[config.mk]
export PLATFORM = sky130hd
export DESIGN_NAME = vram_port
export DESIGN_NICKNAME = d
export VERILOG_FILES = /design/src/rtl/vram_port.sv
export SDC_FILE = /design/constraint.sdc
export NUM_CORES = 1
export LEC_CHECK = 0
export CORE_MARGIN = 5
export CORE_UTILIZATION = 30
export DETAILED_ROUTE_END_ITERATION = 7
export DONT_BUFFER_PORTS = 1
export GPL_ROUTABILITY_DRIVEN = 0
export PLACE_DENSITY = 0.45
export SYNTH_ARGS = -nofsm -noshare
export SYNTH_HDL_FRONTEND = slang
export SYNTH_SLANG_ARGS = --single-unit
[constraint.sdc]
create_clock -name clk -period 1.8 [get_ports clk]
set_input_delay 0.36 -clock clk [delete_from_list [all_inputs] [get_ports clk]]
set_output_delay 0.36 -clock clk [all_outputs]
set_load 0.02 [all_outputs]
[src/rtl/vram_port.sv]
// Single-port VRAM front end: alternates one synchronous RAM between VDP
// scan-out reads (phase 0) and buffered CPU writes drained from a FIFO (phase 1).
module vram_port #(
  parameter logic [2:0] WINDOW  = 3'h3,
  parameter int         FIFO_AW = 2
) (
  input  logic        clk,
  input  logic        reset,
  input  logic [15:0] vdp_addr,
  output logic [7:0]  vdp_data,
  input  logic [15:0] cpu_addr,
  input  logic [7:0]  cpu_data,
  input  logic        cpu_we,
  output logic        cpu_ready,
  output logic        overflow,
  output logic [12:0] ram_addr,
  output logic [7:0]  ram_wdata,
  output logic        ram_we,
  input  logic [7:0]  ram_rdata
);

  localparam int                 DEPTH   = 1 << FIFO_AW;
  localparam logic [FIFO_AW:0]   FULL    = (FIFO_AW + 1)'(DEPTH);
  localparam logic [FIFO_AW:0]   CNT_ONE = (FIFO_AW + 1)'(1);
  localparam logic [FIFO_AW-1:0] PTR_ONE = FIFO_AW'(1);

  logic               phase_q, phase_d;
  logic               rd_hit_q, rd_hit_d;
  logic [7:0]         vdp_data_q, vdp_data_d;
  logic               overflow_q, overflow_d;
  logic [FIFO_AW:0]   count_q, count_d;
  logic [FIFO_AW-1:0] wr_ptr_q, wr_ptr_d;
  logic [FIFO_AW-1:0] rd_ptr_q, rd_ptr_d;
  logic [12:0]        fifo_addr_q [DEPTH];
  logic [7:0]         fifo_data_q [DEPTH];
  logic               push, pop;

  // cpu_ready looks only at the current count, so a same-cycle pop never
  // frees a slot for a push into a full FIFO.
  assign cpu_ready = (count_q != FULL);
  assign vdp_data  = vdp_data_q;
  assign overflow  = overflow_q;

  // Next-state: slot phase, read capture, FIFO bookkeeping, sticky overflow.
  always_comb begin
    push       = cpu_we && cpu_ready && (cpu_addr[15:13] == WINDOW);
    pop        = phase_q && (count_q != '0);
    phase_d    = ~phase_q;
    rd_hit_d   = rd_hit_q;
    vdp_data_d = vdp_data_q;
    if (!phase_q) begin
      rd_hit_d = (vdp_addr[15:13] == WINDOW);
    end else begin
      vdp_data_d = rd_hit_q ? ram_rdata : 8'h00;
    end
    overflow_d = overflow_q | (cpu_we & ~cpu_ready);
    wr_ptr_d   = push ? (wr_ptr_q + PTR_ONE) : wr_ptr_q;
    rd_ptr_d   = pop  ? (rd_ptr_q + PTR_ONE) : rd_ptr_q;
    case ({push, pop})
      2'b10:   count_d = count_q + CNT_ONE;
      2'b01:   count_d = count_q - CNT_ONE;
      default: count_d = count_q;
    endcase
  end

  // RAM port: VDP address in the read slot, FIFO head in the write slot.
  always_comb begin
    ram_wdata = fifo_data_q[rd_ptr_q];
    if (phase_q) begin
      ram_addr = fifo_addr_q[rd_ptr_q];
      ram_we   = pop;
    end else begin
      ram_addr = vdp_addr[12:0];
      ram_we   = 1'b0;
    end
  end

  // Control state registers.
  always_ff @(posedge clk or posedge reset) begin
    if (reset) begin
      phase_q    <= 1'b0;
      rd_hit_q   <= 1'b0;
      vdp_data_q <= 8'h00;
      overflow_q <= 1'b0;
      count_q    <= '0;
      wr_ptr_q   <= '0;
      rd_ptr_q   <= '0;
    end else begin
      phase_q    <= phase_d;
      rd_hit_q   <= rd_hit_d;
      vdp_data_q <= vdp_data_d;
      overflow_q <= overflow_d;
      count_q    <= count_d;
      wr_ptr_q   <= wr_ptr_d;
      rd_ptr_q   <= rd_ptr_d;
    end
  end

  // FIFO storage; contents are meaningless while count is zero, so no reset.
  always_ff @(posedge clk) begin
    if (push) begin
      fifo_addr_q[wr_ptr_q] <= cpu_addr[12:0];
      fifo_data_q[wr_ptr_q] <= cpu_data;
    end
  end

endmodule

== Yosys cells after proc, flatten, opt, wreduce, memory -nomap -nowiden ==
Memories as Yosys holds them, arrays and structs flattened.
Index checks and enable logic that the tools add are counted.

* Flip-flop bits (word level): 18
* Latch bits: 0
* RAM bits: 84
* Memory bits (read-only): 0
* Input port bits: 51
* Word-level logic and storage cells: 33
* Memories: 2

{| class="wikitable"
|+ Memory list
! name !! depth !! bits a word !! read ports !! clocked after memory_dff !! write ports !! RTL line !! text
|-
| fifo_addr_q || 4 || 13 || 1 || 0 || 1 || 34 || <nowiki>logic [12:0] fifo_addr_q [DEPTH];</nowiki>
|-
| fifo_data_q || 4 || 8 || 1 || 0 || 1 || 35 || <nowiki>logic [7:0] fifo_data_q [DEPTH];</nowiki>
|}

* Add/subtract/negate cells: 4
* Multipliers: 0
* Div/mod/pow operators: 0
* Order comparisons: 0
* Equality and inequality tests: 5
* Shift operators: 0
* Muxes and demuxes: 6
* Bitwise logic cells: 4
* Reductions and logical operators: 5

{| class="wikitable"
|+ Operators by type and width
! kind !! number
|-
| $mux 13 || 1
|-
| $mux 8 || 1
|-
| $eq 3x2->1 const B || 2
|-
| $pmux 3 s2 || 1
|-
| $add 2x1->2 const B || 2
|-
| $add 3x1->3 const B || 1
|-
| $logic_and 1x1->1 || 3
|-
| $mux 1 || 3
|-
| $ne 3x3->1 const B || 1
|-
| $reduce_bool 3->1 || 1
|-
| $sub 3x1->3 const B || 1
|-
| $eq 2x1->1 const B || 1
|-
| $eq 2x2->1 const B || 1
|-
| $not 1->1 || 2
|-
| $reduce_bool 2->1 || 1
|-
| $and 1x1->1 || 1
|-
| $or 1x1->1 || 1
|}

== Logic depth before layout (Yosys ltp) ==
Gate-level depths: netlist (run 1).

* Depth after elaboration: 5
* Mapped depth: 9
* Gate-level depth less buffers: 9

== Worst setup path after synthesis (run 1) ==
No wires, ideal clock.

* Kind: register to register
* From: register count_q[0]
* To: register count_q[2]
* Data arrival time: 1876 ps
* Setup slack: -155 ps
* Cell stages (with the launch flop): 10
* Path buffers: 0
* Clock period less this slack: 1955 ps
* Cells stage by stage: dfrtp_1 nor3b_1 nor2_1 inv_1 ha_1 inv_1 fa_1 xor2_1 nor2_1 xor2_1

* Word-level cells in the longest chain between the ends: 5
* Elaborated cells on any way between the ends: 11

{| class="wikitable"
|+ Ends and longest elaborated chain
! item !! RTL line !! text
|-
| start: declaration || 31 || <nowiki>logic [FIFO_AW:0] count_q, count_d;</nowiki>
|-
| start signal: assignment || 93 || <nowiki>count_q <= count_d;</nowiki>
|-
| $ne 3x3->1 || 40 || <nowiki>assign cpu_ready = (count_q != FULL);</nowiki>
|-
| $logic_and 1x1->1 (2 in series) || 46 || <nowiki>push = cpu_we && cpu_ready && (cpu_addr[15:13] == WINDOW);</nowiki>
|-
| $eq 2x1->1 / $eq 2x2->1 (equally long branches) || 59 || <nowiki>case ({push, pop})</nowiki>
|-
| $pmux 3 s2 / $reduce_bool 2->1 (equally long branches) || - ||
|}

Several ways; a longest one is shown, not always the timed one.
A chain may end at the register's enable or synchronous reset.

== Worst setup path in the final report (run 1) ==
* From: register rd_ptr_q[0]
* To: output ram_addr[2]

* Word-level cells in the longest chain between the ends: 2

{| class="wikitable"
|+ Ends and longest elaborated chain
! item !! RTL line !! text
|-
| start: declaration || 33 || <nowiki>logic [FIFO_AW-1:0] rd_ptr_q, rd_ptr_d;</nowiki>
|-
| start signal: assignment || 95 || <nowiki>rd_ptr_q <= rd_ptr_d;</nowiki>
|-
| $mem_v2 4x13 || - ||
|-
| $mux 13 || 69 || <nowiki>if (phase_q) begin</nowiki>
|-
| end: declaration || 16 || <nowiki>output logic [12:0] ram_addr,</nowiki>
|}

Every way passes these cells.

==> results of run 1 <==
[power by group through the flow]
stage                     clock [µW]  sequential [µW]  combinational [µW]
after global placement             0             2890                2240
final                           1740             2850                2460
after CTS                       1820             2850                2500
after floorplan                    0             2860                1740
after detailed placement           0             2890                2260
after global routing            1910             2870                2650
[synth_stat cells, drive strengths merged]
cell / instances / area (µm²)
a21o: 1 / 7.510
a221o: 13 / 130.1
a22o: 8 / 70.07
a41o: 1 / 10.01
and2: 5 / 31.28
buf: 7 / 57.55
clkbuf: 3 / 11.26
dfrtp: 18 / 450.4
edfxtp: 84 / 2522
fa: 1 / 20.02
ha: 5 / 62.56
inv: 10 / 37.54
mux2: 14 / 183.9
mux2i: 14 / 140.1
mux4: 8 / 180.2
nand2: 2 / 7.510
nand4b: 1 / 8.760
nor2: 16 / 60.06
nor3b: 1 / 7.510
o31a: 1 / 8.760
xnor2: 3 / 26.28
xor2: 3 / 26.28
[cell families after synthesis]
family / count (synthesis)
buf+inv: 20
simple gates: 25
xor+xnor: 6
flops: 102
fa+ha+maj: 6
compound gates: 24
mux: 36
[cell usage in the layout (no fill, tap or decap), types with 3 or more instances in the layout]
cell type,synthesis,final
edfxtp_1,84,84
dfrtp_1,18,17
buf_4,1,17
mux2i_1,14,14
nor2_1,16,14
a221o_1,13,13
inv_1,10,9
mux2_4,7,9
clkbuf_16,0,9
a22o_1,8,8
mux4_2,8,8
buf_12,1,6
and2_1,5,5
mux2_2,7,5
clkbuf_1,3,5
buf_6,1,5
ha_1,5,4
xor2_1,3,3
xnor2_1,3,3
[per-stage QoR]
step | total power [µW] | worst slack (ns) | util | std cells | instance area, µm²
final | 7047 | -0.2837 | 0.3637 | 429 | 4816
after global routing | 7429 | -0.3830 | 0.3637 | 429 | 4816
after CTS | 7165 | -0.3109 | 0.3625 | 428 | 4801
after detailed placement | 5150 | -0.3179 | 0.3346 | 404 | 4431
after global placement | 5125 | -0.2430 | 0.3346 | 404 | 4431
after floorplan | 4596 | 0.003576 | - | 219 | 4073
[layout make-up]
cell class / count / area (µm²)
fill: 1266 / 8427
sequential: 102 / 2974
multi-input combinational: 97 / 1017
timing repair buffer: 28 / 304.0
clock buffer: 15 / 257.7
tap: 176 / 220.2
inverter: 10 / 37.54
clock inverter: 1 / 5.005
[metal layers]
layer  wire length (µm)  share of wire  up-vias
met1               3382           0.42      994
met4                194          0.024        0
met5                  0              0        -
met3                554          0.069       14
met2               3895           0.49       60
li1                   -              -      910
[flip-flops by register name, summed over array words and instances (netlist names)]
register	cells
count_q	3
fifo_addr_q	52
fifo_data_q	32
wr_ptr_q	2
rd_ptr_q	2
vdp_data	8
phase_q	1
rd_hit_q	1
overflow	1
[repair_timing]
action                     4_1_cts  5_1_grt
gates resized for setup          9        3
setup endpoints to repair       22       23
hold endpoints to repair         0        0
buffers inserted                 8        1
pin swaps                        3        5
[worst max-delay path by stage]
stage                                        from                      to  slack [ns]  cells after the start
after floorplan            count_q[0]$_DFFE_PP0P_  count_q[2]$_DFFE_PP0P_       0.004                      7
after global placement          phase_q$_DFF_PP0_             ram_addr[7]       -0.24                      3
after detailed placement        phase_q$_DFF_PP0_            ram_addr[12]       -0.32                      3
after CTS                 rd_ptr_q[0]$_DFFE_PP0P_             ram_addr[2]       -0.31                      3
after global routing      rd_ptr_q[0]$_DFFE_PP0P_             ram_addr[3]       -0.38                      5
final                     rd_ptr_q[0]$_DFFE_PP0P_             ram_addr[2]       -0.28                      3
==> flow_summary.toml, run 1 <==
[yosys]
synth-xor-area-share = 0.01294
synth_adder_area_share = 0.02034
avgSynthCellArea_um2 = 18.54
synth-simple-area-share = 0.02835
muxShareOfSynthArea = 0.1242
synth_cells = 219
synth_area_um2 = 4060
synth-compound-area-share = 0.05578
synth_cell_types = 27
ys_warn_count = 0
syn_nets = 276
ys_seq_area_frac = 0.7322
synth_top_family_by_area = "multiplexers"
ys_ff_latch = 102

[floorplanning]
die_w_um = 126.3
io_pins = 83
fp-row-count = 42
initial_core_util = 0.3066
die_h_um = 126.3
core_um2 = 13240
die_area_um2 = 15960

[setup_path]
r2r_cells = 9
slowest_delay_ns = 0.41
r2r_end = "count_q[2]$_DFFE_PP0P_"
crit_slowest_cell = "a221o_1"
crit_fanout = 21
timing.critical_path.cells = "buf_12 > mux2_2 > a221o_1"
cp_data_arrival_time_ns = 1.72
critPathKind = "register to primary output"
worstSetupStartpointType = "register"
rrSetupSlack_ns = 0.02
rr_startpoint = "count_q[0]$_DFFE_PP0P_"
critPathBufInv = 1
cp_top_family = "compound AO/OA/AOI/OAI gates"
crit_required_ns = 1.44
end_kind = "primary output"

[global_route]
grt_max_degree = 24
grt_pass1_vias = 2259
grt_pass1_wl_mm = 12.86
top_usage_layer = "met2"
gr-total-overflow = 0
use_met3 = 0.04288
track_usage = 0.1084
grt_antenna_before_repair = 0
grtUsageMet1 = 0.1286
globalRouteMet2Util = 0.1706

[clock_network]
clkLatencyLatePin_ns = 0.34
clk_pin_slew_ns = 0.06
numCtsBuffers = 9
clock-sinks = 102
root_buffer = "clkbuf_16"
hold_buffers = 0
clock_path_buffers = 2
cts_tree = "yes"
htreeDepth = 3

[timing]
period_share = 1.158
tightestPinTransition_ns = 0.7003
hold_violations = 0
slew_violations = 0
period_needed_ns = 2.084
setup_tns_ns = -5.002
slew_headroom = 0.5326
fin_skew_ns = 0.002477
setup_violations = 21
setup_ws_ns = -0.2837
whs_ns = 0.01690
timing.fmax_mhz = 479.9
rsz0062_at_grt = "true"

[drt]
wl_per_cell_um = 18.71
ant_nets = 0
num_vias = 1978
wirelength_mm = 8.027
drc = 0
drt-initial-drc-count = 75
dr.pass1.iters = 4
viasPerCell = 4.611

[power]
power_frac_seq = 0.405
power_leakage_uw = 0.001764
vdd_drop_max_uv = 672.6
power_switching_uw = 2180
p_comb_frac = 0.348
p_sw_frac = 0.3093
intPower_uw = 4867
power_frac_clock = 0.247
powerDensity_nw_per_um2 = 1463

[hold_path]
min_path_type = "input port to async pin"

[status]
status = "finished, violations left"
violations = "setup timing"

[place]
portBuffers = 0
dp_hpwl_mm = 5.537

[run]
maxCapViolations = 0

[finish]
antenna_cells = 0
drive_gt1_frac = 0.2727
syn_to_final_growth_pct = 18.61
nets = 305
(Power assumes the default switching activity.)
==> run 2, diff against run 1 <==
==> constraint.sdc (replaced) <==
create_clock -name clk -period 1.8 [get_ports clk]
set_input_delay 0.36 -clock clk [delete_from_list [all_inputs] [get_ports clk]]
set_output_delay 0.36 -clock clk [all_outputs]
set_load 0.05 [all_outputs]
==> run 2 against run 1 <==
Routed wire length is 4.1% higher. Hold slack gained 0.010 ns. Register-to-register slack is essentially flat. Core utilization up 2.2 points. Highest routed layer unchanged. The run still ends with setup timing left. Non-clock buffer count increased by 14. Largest cell class unchanged. Clock power fell by 3%.
==> flow_summary.toml, run 2 (synthesized netlist as in run 1, its figures left out) <==
[timing]
slew_headroom = 0.5222
period_share = 1.198
period_needed_ns = 2.157
whs_ns = 0.02688
tightestPinTransition_ns = 0.7159
rsz0062_at_grt = "true"
setup_violations = 21
fin_skew_ns = 0.006866
slew_violations = 0
setup_ws_ns = -0.3571
hold_violations = 0
timing.fmax_mhz = 463.6

[drt]
dr.pass1.iters = 4
ant_nets = 0
viasPerCell = 4.613
drt-initial-drc-count = 134
wirelength_mm = 8.357
wl_per_cell_um = 18.91
drc = 0
num_vias = 2039

[clock_network]
htreeDepth = 3
root_buffer = "clkbuf_16"
numCtsBuffers = 9
cts_tree = "yes"
clock-sinks = 102
hold_buffers = 0
clock_path_buffers = 2
clk_pin_slew_ns = 0.07
clkLatencyLatePin_ns = 0.34

[global_route]
grt_max_degree = 24
grt_pass1_wl_mm = 13.01
track_usage = 0.1101
grt_pass1_vias = 2267
gr-total-overflow = 0
grt_antenna_before_repair = 0

[place]
preCtsSetupSlack_ns = -0.06422
dp_hpwl_mm = 5.649
dp.cells = 422
portBuffers = 0
placed_area_um2 = 4762

[status]
status = "finished, violations left"
violations = "setup timing"

[finish]
largest_register_ffs = 52
final_util = 0.3856
layout_commonest_cell = "edfxtp_1"
nets = 319
stdcell_area_um2 = 5106
fin_cells = 442
antenna_cells = 0
drive_gt1_frac = 0.3195
top_register = "fifo_addr_q"
fill_cells = 1224
syn_to_final_growth_pct = 25.76
layout_common_cells = "edfxtp_1 (84), buf_12 (20), dfrtp_1 (17), buf_4 (17)"

[run]
maxCapViolations = 0

[setup_path]
worstSetupStartpointType = "register"
cp_data_arrival_time_ns = 1.80
timing.critical_path.cells = "buf_12 > mux2_4 > a221o_1 > buf_12"
slowest_delay_ns = 0.46
cp_common_cell = "buf_12"
crit_fanout = 14
crit_required_ns = 1.44
critPathKind = "register to primary output"
crit_slowest_cell = "dfrtp_2"
end_kind = "primary output"

[power]
power_frac_seq = 0.338
vdd_drop_max_uv = 614.1
intPower_uw = 5483
power_frac_clock = 0.198
power_switching_uw = 3048
power_leakage_uw = 0.001893
p_comb_frac = 0.464
p_sw_frac = 0.3573
powerDensity_nw_per_um2 = 1671

[floorplanning]
die_h_um = 126.3
die_w_um = 126.3
initial_core_util = 0.3066
io_pins = 83
die_area_um2 = 15960
fp-row-count = 42
core_um2 = 13240

[hold_path]
min_path_type = "input port to async pin"
==> run 2: cell types whose count changed in the layout (fill, tap and decap cells not counted), moves of 2 or more <==
cell        before  now
clkinvlp_4       0    2
clkbuf_1         5    1
buf_12           6   20
inv_1            9    7
clkinv_1         0    3
==> run 2: power groups by stage <==
| stage | clock network [µW] | logic, µW | registers, µW |
|---|---|---|---|
| 6_report | 1690 | 3960 | 2880 |
| 5_1_grt | 1850 | 4190 | 2900 |
| 4_1_cts | 1770 | 3990 | 2890 |
| 3_5_place_dp | 0 | 3830 | 2940 |
| 3_3_place_gp | 0 | 3820 | 2930 |
| 2_1_floorplan | 0 | 2420 | 2900 |
==> run 2: repair_timing <==
item | in CTS | in global routing
cloned | 0 | 0
setup buffers | 6 | 0
hold endpoints to repair | 0 | 0
setup endpoints to repair | 22 | 25
gates resized for setup | 9 | 5
pin swaps | 6 | 3
==> run 2: layer usage <==
layer  global-route usage  up-vias  share of wire
li1                     -      939              -
met1               0.1315     1023           0.41
met2               0.1775       70           0.50
met3              0.05591        7          0.084
met4              0.02839        0          0.011
met5                    0        -              0
==> run 2: final timing paths <==
check | start | end | slack (ns) | cells past startpoint
setup / recovery | rd_ptr_q[0]$_DFFE_PP0P_ | ram_addr[7] | -0.36 | 4
hold / removal | reset | wr_ptr_q[0]$_DFFE_PP0P_ | 0.03 | 1
setup reg to reg | count_q[0]$_DFFE_PP0P_ | count_q[2]$_DFFE_PP0P_ | 0.02 | 8
max in group asynchronous | reset | rd_ptr_q[0]$_DFFE_PP0P_ | 1.27 | 1
min in group clk | cpu_data[1] | fifo_data_q[2][1]$_DFFE_PP_ | 0.11 | 0
hold reg to reg | count_q[2]$_DFFE_PP0P_ | count_q[2]$_DFFE_PP0P_ | 0.55 | 2
==> run 2: per-stage QoR <==
stage / setup TNS [ns] / total power (µW)
after floorplan: 0 / 5320
after global placement: -0.05264 / 6748
after detailed placement: -0.3992 / 6767
after CTS: -7.345 / 8644
after global routing: -7.962 / 8942
final: -6.525 / 8531
==> run 2: worst max-delay path, delay by kind of cell, from the launching register on <==
kind,cells,cell delay [ns]
AO/OA/AOI/OAI,1,0.36
buffers and inverters,2,0.34
flip-flops,1,0.46
multiplexers,1,0.29
==> run 2: cell type report <==
type	count	area, µm²	share of cell area
tap	176	220.2	0.04313
clock inverter	5	27.53	0.005391
clock buffer	10	229.0	0.04484
inverter	10	41.29	0.008086
sequential	102	2974	0.5825
timing repair buffer	42	588.1	0.1152
multi-input combinational	97	1026	0.2009
==> run 3, diff against run 2 <==
--- a/config.mk
+++ b/config.mk
@@ -6,11 +6,12 @@
 export NUM_CORES = 1
 export LEC_CHECK = 0
 export CORE_MARGIN = 5
-export CORE_UTILIZATION = 30
+export CORE_UTILIZATION = 50
 export DETAILED_ROUTE_END_ITERATION = 7
 export DONT_BUFFER_PORTS = 1
 export GPL_ROUTABILITY_DRIVEN = 0
-export PLACE_DENSITY = 0.45
+export PLACE_DENSITY = 0.68
+export SETUP_SLACK_MARGIN = 0.5
 export SYNTH_ARGS = -nofsm -noshare
 export SYNTH_HDL_FRONTEND = slang
 export SYNTH_SLANG_ARGS = --single-unit
==> run 3 against run 2 <==
The flow still finishes with violations (setup timing). Maximum frequency decreased by 2.1%. Sequential cell count unchanged. Combinational power increased by 4%. Die area decreased by 37%. Critical endpoint is now ram_addr[12]. Highest routed layer unchanged. Clock skew increased by 0.0021 ns. Core utilization increased by 27 points.
==> flow_summary.toml, run 3 (synthesized netlist as in run 1, its figures left out) <==
[timing]
period_needed_ns = 2.203
period_share = 1.224
timing.fmax_mhz = 454.0
slew_violations = 0
setup_tns_ns = -7.563
hold_violations = 0
rsz0062_at_grt = "true"
fin_skew_ns = 0.008940
tightestPinTransition_ns = 0.6797
setup_ws_ns = -0.4028
whs_ns = 0.08910
setup_violations = 22
slew_headroom = 0.5464

[setup_path]
slowest_delay_ns = 0.43
r2r_cells = 9
worstSetupStartpointType = "register"
crit_required_ns = 1.44
crit_slowest_cell = "dfrtp_2"
rr_startpoint = "count_q[1]$_DFFE_PP0P_"
critPathBufInv = 2
end_kind = "primary output"
rrSetupSlack_ns = -0.01
cp_top_family = "flip-flops"
timing.critical_path.cells = "buf_4 > mux2_2 > a221o_2 > buf_12"
cp_data_arrival_time_ns = 1.84
r2r_end = "count_q[2]$_DFFE_PP0P_"
critPathKind = "register to primary output"
crit_fanout = 5

[floorplanning]
die_w_um = 100.1
die_area_um2 = 10020
initial_core_util = 0.5200
fp-row-count = 32
core_um2 = 7807
die_h_um = 100.1
io_pins = 83

[status]
status = "finished, violations left"
violations = "setup timing"

[power]
powerDensity_nw_per_um2 = 1665
vdd_drop_max_uv = 1125
power_leakage_uw = 0.001926
p_total_uw = 8545

[finish]
layout_common_cells = "edfxtp_1 (84), buf_12 (17), and2_4 (16)"
top_register = "fifo_addr_q"
drive_gt1_frac = 0.4601
antenna_cells = 0
fill_cells = 528
largest_register_ffs = 52
layout_commonest_cell = "edfxtp_1"
syn_to_final_growth_pct = 26.41
nets = 328

[global_route]
grt_pass1_wl_mm = 12.62
grt_max_degree = 24
gr-total-overflow = 0
grt_pass1_vias = 2269
grt_antenna_before_repair = 0
track_usage = 0.1726

[clock_network]
clock_path_buffers = 2
numCtsBuffers = 9
clkLatencyLatePin_ns = 0.36
clock-sinks = 102
htreeDepth = 3
root_buffer = "clkbuf_8"
clk_pin_slew_ns = 0.10
cts_tree = "yes"

[drt]
wl_per_cell_um = 21.76
drc = 0
ant_nets = 0
drt-initial-drc-count = 78
viasPerCell = 5.677
wirelength_mm = 8.227
dr.pass1.iters = 4
num_vias = 2146

[hold_path]
min_path_type = "input port to register"
hp-start = "cpu_addr[0]"
holdPathStages = 0
min_to = "fifo_addr_q[1][0]$_DFFE_PP_"

[place]
dp_hpwl_mm = 4.642
portBuffers = 0

[run]
maxCapViolations = 0
## run 3: report_power, final
part           leakage, µW  internal (µW)  switching [µW]
Combinational     0.000864           1940            2180
Clock            0.0000962            779             742
Sequential        0.000965           2720             179
## run 3: metal layers
metal / up-vias / track usage / part of all wire
li1: 967 / - / -
met1: 1072 / 0.2147 / 0.40
met2: 94 / 0.2709 / 0.48
met3: 13 / 0.06532 / 0.094
met4: 0 / 0.07668 / 0.022
met5: - / 0 / 0
## run 3: timing repair
| item | CTS | global route |
|---|---|---|
| endpoints found under the hold margin | 18 | 0 |
| hold buffers | 1 | 0 |
| setup endpoints to repair | 122 | 113 |
| gates cloned | 12 | 1 |
| buffers inserted | 4 | 3 |
| resized for setup | 45 | 6 |
| pin swaps | 5 | 1 |
## run 3: how the worst max path moves through the flow
stage | slack (ns) | start | to | cells past startpoint
6_report | -0.40 | rd_ptr_q[0]$_DFFE_PP0P_ | ram_addr[12] | 4
5_1_grt | -0.46 | rd_ptr_q[0]$_DFFE_PP0P_ | ram_addr[0] | 4
4_1_cts | -0.40 | rd_ptr_q[0]$_DFFE_PP0P_ | ram_addr[4] | 4
3_5_place_dp | -0.17 | phase_q$_DFF_PP0_ | ram_addr[12] | 4
3_3_place_gp | -0.18 | phase_q$_DFF_PP0_ | ram_addr[12] | 4
2_1_floorplan | 0.01 | count_q[0]$_DFFE_PP0P_ | count_q[2]$_DFFE_PP0P_ | 9
## run 3: metrics by stage
| stage | worst slack [ns] | cell area (µm²) | utilization | std cells |
|---|---|---|---|---|
| after CTS | -0.4014 | 5062 | 0.6484 | 374 |
| after floorplan | 0.01179 | 4140 | - | 219 |
| after detailed placement | -0.1687 | 4592 | 0.5881 | 341 |
| after global placement | -0.1788 | 4592 | 0.5881 | 341 |
| after global routing | -0.4588 | 5132 | 0.6574 | 378 |
| final | -0.4028 | 5132 | 0.6574 | 378 |
## run 3: area by class of cell
class / count / area (µm²) / share of cell area
clock inverters: 6 / 86.33 / 0.01682
flip-flops and latches: 102 / 2987 / 0.5819
clock buffers: 10 / 127.6 / 0.02487
multi-input cells: 109 / 1196 / 0.2331
repair buffers: 39 / 570.5 / 0.1112
inverters: 10 / 37.54 / 0.007314
well taps: 102 / 127.6 / 0.02487
## run 3: worst reg2reg max path: cells and delay by family (launching register included)
family / cells / cell delay (ns)
fa+ha+maj: 2 / 0.46
simple gates: 3 / 0.43
buf+inv: 2 / 0.10
xor+xnor: 2 / 0.29
flops: 1 / 0.46
